[config.mk]
export PLATFORM = sky130hd
export DESIGN_NAME = led_pattern_counter
export DESIGN_NICKNAME = d
export VERILOG_FILES = /design/src/rtl/led_counter_pkg.sv /design/src/rtl/led_pattern_counter_tick_gen.sv /design/src/rtl/led_pattern_counter.sv
export SDC_FILE = /design/constraint.sdc
export NUM_CORES = 1
export LEC_CHECK = 0
export BUFFER_PORTS_ARGS = -buffer_cell sky130_fd_sc_hd__buf_2
export CAP_MARGIN = 25
export CORE_MARGIN = 5
export CORE_UTILIZATION = 50
export CTS_CLUSTER_DIAMETER = 60
export DETAILED_ROUTE_END_ITERATION = 6
export GPL_TIMING_DRIVEN = 1
export PLACE_DENSITY = 0.69
export SYNTH_ARGS = -nofsm -noshare
export SYNTH_HDL_FRONTEND = slang
export SYNTH_SLANG_ARGS = --single-unit
[constraint.sdc]
create_clock -name clk -period 8 [get_ports clk]
set_input_delay 2 -clock clk [delete_from_list [all_inputs] [get_ports clk]]
set_output_delay 2 -clock clk [all_outputs]
set_load 0.1 [all_outputs]
[src/rtl/led_counter_pkg.sv]
// Shared mode encoding and sizing helper for the LED pattern counter.
package led_counter_pkg;

  typedef enum logic [1:0] {
    MODE_UP      = 2'b00,
    MODE_DOWN    = 2'b01,
    MODE_RING    = 2'b10,
    MODE_JOHNSON = 2'b11
  } mode_e;

  // Prescaler width: enough bits to hold DIV-1, never narrower than one bit.
  function automatic int presc_width(input int div);
    return (div <= 1) ? 1 : $clog2(div);
  endfunction

endpackage

[src/rtl/led_pattern_counter_tick_gen.sv]
// Free-running prescaler producing a combinational step strobe every DIV enabled cycles.
module tick_gen
  import led_counter_pkg::*;
#(
  parameter int DIV = 50_000_000
) (
  input  logic clk,
  input  logic rst,
  input  logic en,
  input  logic clr,
  output logic step
);

  localparam int               CW   = presc_width(DIV);
  localparam logic [CW-1:0]    LAST = CW'(DIV - 1);

  logic [CW-1:0] r_count;

  assign step = en && (r_count == LAST);

  always_ff @(posedge clk) begin
    // NOTE: non-blocking assignments keep every register sampling pre-edge values.
    if (rst || clr) begin
      r_count <= '0;
    end else if (step) begin
      r_count <= '0;
    end else if (en) begin
      r_count <= r_count + CW'(1);
    end
  end

endmodule

[src/rtl/led_pattern_counter.sv]
// LED counter/pattern generator: up, down, one-hot ring or Johnson, advanced on prescaled steps.
module led_pattern_counter
  import led_counter_pkg::*;
#(
  parameter int WIDTH = 8,
  parameter int DIV   = 50_000_000
) (
  input  logic             clk,
  input  logic             rst,
  input  logic             en,
  input  logic [1:0]       mode,
  input  logic             load,
  input  logic [WIDTH-1:0] load_val,
  output logic [WIDTH-1:0] outputLed,
  output logic             tick,
  output logic             wrap
);

  localparam logic [WIDTH-1:0] MSB_ONLY = {1'b1, {(WIDTH-1){1'b0}}};

  logic             w_step;
  logic [WIDTH-1:0] w_next;
  logic             w_wrap;
  logic [WIDTH-1:0] r_led;
  logic             r_tick;
  logic             r_wrap;

  tick_gen #(.DIV(DIV)) u_tick_gen (
    .clk  (clk),
    .rst  (rst),
    .en   (en),
    .clr  (load),
    .step (w_step)
  );

  always_comb begin
    // NOTE: defaults first so every path assigns both signals and no latch is inferred.
    w_next = r_led;
    w_wrap = 1'b0;
    case (mode)
      MODE_UP: begin
        w_next = r_led + WIDTH'(1);
        w_wrap = (r_led == '1);
      end
      MODE_DOWN: begin
        w_next = r_led - WIDTH'(1);
        w_wrap = (r_led == '0);
      end
      MODE_RING: begin
        // An all-zero register would rotate forever as zero, so seed it instead.
        if (r_led == '0) begin
          w_next = WIDTH'(1);
        end else begin
          w_next = {r_led[WIDTH-2:0], r_led[WIDTH-1]};
          w_wrap = r_led[WIDTH-1];
        end
      end
      MODE_JOHNSON: begin
        w_next = {r_led[WIDTH-2:0], ~r_led[WIDTH-1]};
        w_wrap = (r_led == MSB_ONLY);
      end
      default: ;
    endcase
  end

  // Load beats a coincident step; the prescaler is cleared by the same strobe.
  always_ff @(posedge clk) begin
    if (rst) begin
      r_led  <= '0;
      r_tick <= 1'b0;
      r_wrap <= 1'b0;
    end else if (load) begin
      r_led  <= load_val;
      r_tick <= 1'b0;
      r_wrap <= 1'b0;
    end else if (w_step) begin
      r_led  <= w_next;
      r_tick <= 1'b1;
      r_wrap <= w_wrap;
    end else begin
      r_tick <= 1'b0;
      r_wrap <= 1'b0;
    end
  end

  assign outputLed = r_led;
  assign tick      = r_tick;
  assign wrap      = r_wrap;

endmodule

==> flow_metrics.py <==
metrics = {
    "status": {
        "status": "completed",
    },
    "routing": {
        "wl_per_cell_um": 14.4,
        "num_vias": 2175,
        "drtPass1Iterations": 4,
        "drc_errors": 0,
        "drt_iter0_drc": 112,
        "finalWirelength_um": 5440,
        "via_per_inst": 5.75,
        "ant_nets": 0,
    },
    "timing": {
        "fin_crit_sh": 0.531,
        "worst_pin_slew_ns": 0.853,
        "max_freq_mhz": 235,
        "worst_slack_ns": 3.75,
        "rsz0062_at_grt": "false",
        "slew_violations": 0,
        "tns_ns": 0,
        "fin_worst_skew_ns": 0.00770,
        "finalHoldViolCount": 0,
        "period_needed_ns": 4.25,
        "maxSlewHeadroom": 0.432,
        "setup_viol": 0,
    },
    "setup_path": {
        "end_kind": "flop",
        "slowest_stage": "ha_1",
        "reg2reg_depth": 6,
        "critPathRequiredTime_ns": 8.20,
        "crit_chain": "buf_2 > inv_1 > ha_1 > xor2_1 > ha_1 > or3b_2 > nand4_1 > o21ai_0 > o21ai_0 > nand2_1 > a221oi_1",
        "worst_path_largest_cell_delay_ns": 0.57,
        "crit_type": "input port to flop",
        "rrSetupSlack_ns": 5.47,
        "worstPathArrival_ns": 4.44,
        "crit_fanout": 19,
        "start_kind": "input port",
    },
    "logic_synthesis": {
        "ys_seq_elements": 36,
        "seq_area_frac_synth": 0.289,
        "yosys.cell_types.count": 68,
        "syn_area_um2": 2490,
        "synth_common_cells": "38 x nor2_1, 36 x dfxtp_1, 24 x xor2_1",
        "synthCells": 301,
        "syn_nets": 328,
        "synth_top_area_frac": 0.289,
        "yosysTopAreaCell": "dfxtp_1",
        "synth_edf_count": 0,
        "yosysMostFrequentCell": "nor2_1",
        "synthFlopType": "dfxtp_1",
        "ys_warn_count": 0,
        "syn_avg_cell_area_um2": 8.28,
        "synth_area_leaders": "dfxtp_1 29%, xor2_1 8.4%, ha_1 6.5%, nor2_1 5.7%, nand2_1 3.5%",
        "async_flop_share": 0,
    },
    "layout": {
        "nets": 337,
        "fin_util": 0.556,
        "area_growth_pct": 6.62,
        "n_fill_cell": 467,
        "antenna_cells": 0,
        "drive_above_1_share": 0.145,
    },
    "clock_tree": {
        "cts_max_level": 2,
        "clk_path_buf_depth": 2,
        "cts.sinks": 36,
        "cts_resized": 0,
        "cts_hold_buf": 0,
        "clock-root-buffer": "clkbuf_8",
        "tritoncts.num_buffers": 5,
        "cts_tree": "done",
        "clk_pin_slew_ns": 0.07,
        "clk_latency_ns": 0.28,
        "cts_setup_buffers": 0,
    },
    "placement": {
        "dp_hpwl_um": 3810,
        "post-place-ws_ns": 3.47,
        "portBuffers": 23,
        "place_congestion": 0.895,
    },
    "die": {
        "io_pins": 24,
        "initial_core_util": 0.521,
        "die_x_um": 80.6,
        "num_rows": 25,
        "core_area_um2": 4790,
        "die_area_um2": 6500,
        "fp.dieH_um": 80.6,
    },
    "power": {
        "power_density_nw_per_um2": 147,
        "ir_worst_vdd_mv": 0.110,
        "p_leak_nw": 1.07,
    },
    "flow_run": {
        "maxCapViolCount": 0,
    },
    "worst_hold_path": {
        "hold_depth": 2,
        "hold_class": "flop to flop",
    },
    "global_route": {
        "grt-ovfl-total": 0,
        "grt_max_degree": 27,
        "grt_pass1_vias": 1999,
        "grt_util_all_layers": 0.181,
        "antenna_found_initial": 0,
        "grt_pass1_wl_um": 9340,
    },
}
-- flip-flops by register name, summed over array words and instances, names as in the netlist --
name                cells
outputLed               8
tick                    1
u_tick_gen.r_count     26
wrap                    1
-- final timing paths --
path / end / start
worst max-delay path: outputLed[4] / mode[1]
worst min register to register: u_tick_gen.r_count[23] / u_tick_gen.r_count[23]
worst min-delay path: u_tick_gen.r_count[23] / u_tick_gen.r_count[23]
worst max register to register: u_tick_gen.r_count[17] / u_tick_gen.r_count[0]
-- report_power, final --
group	internal, mW	total (mW)	leakage (nW)	switching, mW
logic	0.0230	0.0698	0.731	0.0468
registers	0.182	0.192	0.292	0.00958
clock network	0.0702	0.130	0.0455	0.0603
total	0.275	0.392	1.07	0.117
-- area by class of cell --
type,count,area (um^2),share of cell area
tap,67,83.8,0.0315
sequential,36,721,0.271
inverter,9,33.8,0.0127
timing repair buffer,23,115,0.0433
clock buffer,8,90.1,0.0339
multi-input combinational,235,1620,0.608
-- placed cells by master (no fill, tap or decap), types with 2 or more instances in the layout --
cell type / count
nor2_1: 38
dfxtp_1: 36
xor2_1: 24
nand2_1: 23
buf_2: 23
ha_1: 13
a21oi_1: 12
o21ai_0: 12
nand4_1: 10
nand3_1: 9
inv_1: 8
and3_1: 8
xnor2_1: 8
nor3_1: 6
clkbuf_8: 6
mux2i_1: 4
nor4b_1: 4
nor4_1: 3
o31ai_1: 3
and4_2: 2
nand2b_1: 2
a211oi_1: 2
nor2b_1: 2
a211o_1: 2
o311ai_0: 2
a31oi_1: 2
o22ai_1: 2
a221o_1: 2
nor4bb_1: 2
or3_1: 2
a21o_1: 2
and4b_1: 2
a22oi_1: 2
nor3b_1: 2
clkbuf_1: 2
-- per-layer routing --
| layer | track usage | vias to the layer above | share of wire |
|---|---|---|---|
| met5 | 0 | - | 0 |
| met4 | 0.0557 | 0 | 0.0081 |
| met3 | 0.0303 | 5 | 0.045 |
| met2 | 0.304 | 41 | 0.48 |
| met1 | 0.234 | 1027 | 0.46 |
| li1 | - | 1102 | - |
-- metrics by stage --
step / total power, mW / cells / hold slack, ns / area [um^2]
after floorplan: 0.251 / 301 / 0.472 / 2490
after detailed placement: 0.265 / 370 / 0.502 / 2570
after CTS: 0.397 / 378 / 0.520 / 2660
after global placement: 0.264 / 370 / 0.491 / 2570
after global routing: 0.413 / 378 / 0.558 / 2660
final: 0.392 / 378 / 0.515 / 2660
-- kinds of logic after synthesis --
kind of cell	after synthesis	share of synthesized area
AND/OR/NAND/NOR	127	0.286
XOR/XNOR	32	0.112
flip-flops	36	0.289
adder cells (fa/ha/maj)	13	0.0652
buffers and inverters	30	0.0632
multiplexers	5	0.0206
AO/OA/AOI/OAI	58	0.164
-- critical path, delay by kind of cell --
kind	cells	cell delay (ns)
AO/OA/AOI/OAI	3	0.60
adder cells (fa/ha/maj)	2	0.79
AND/OR/NAND/NOR	3	0.66
XOR/XNOR	1	0.20
buffers and inverters	2	0.19
(Power assumes the default switching activity.)
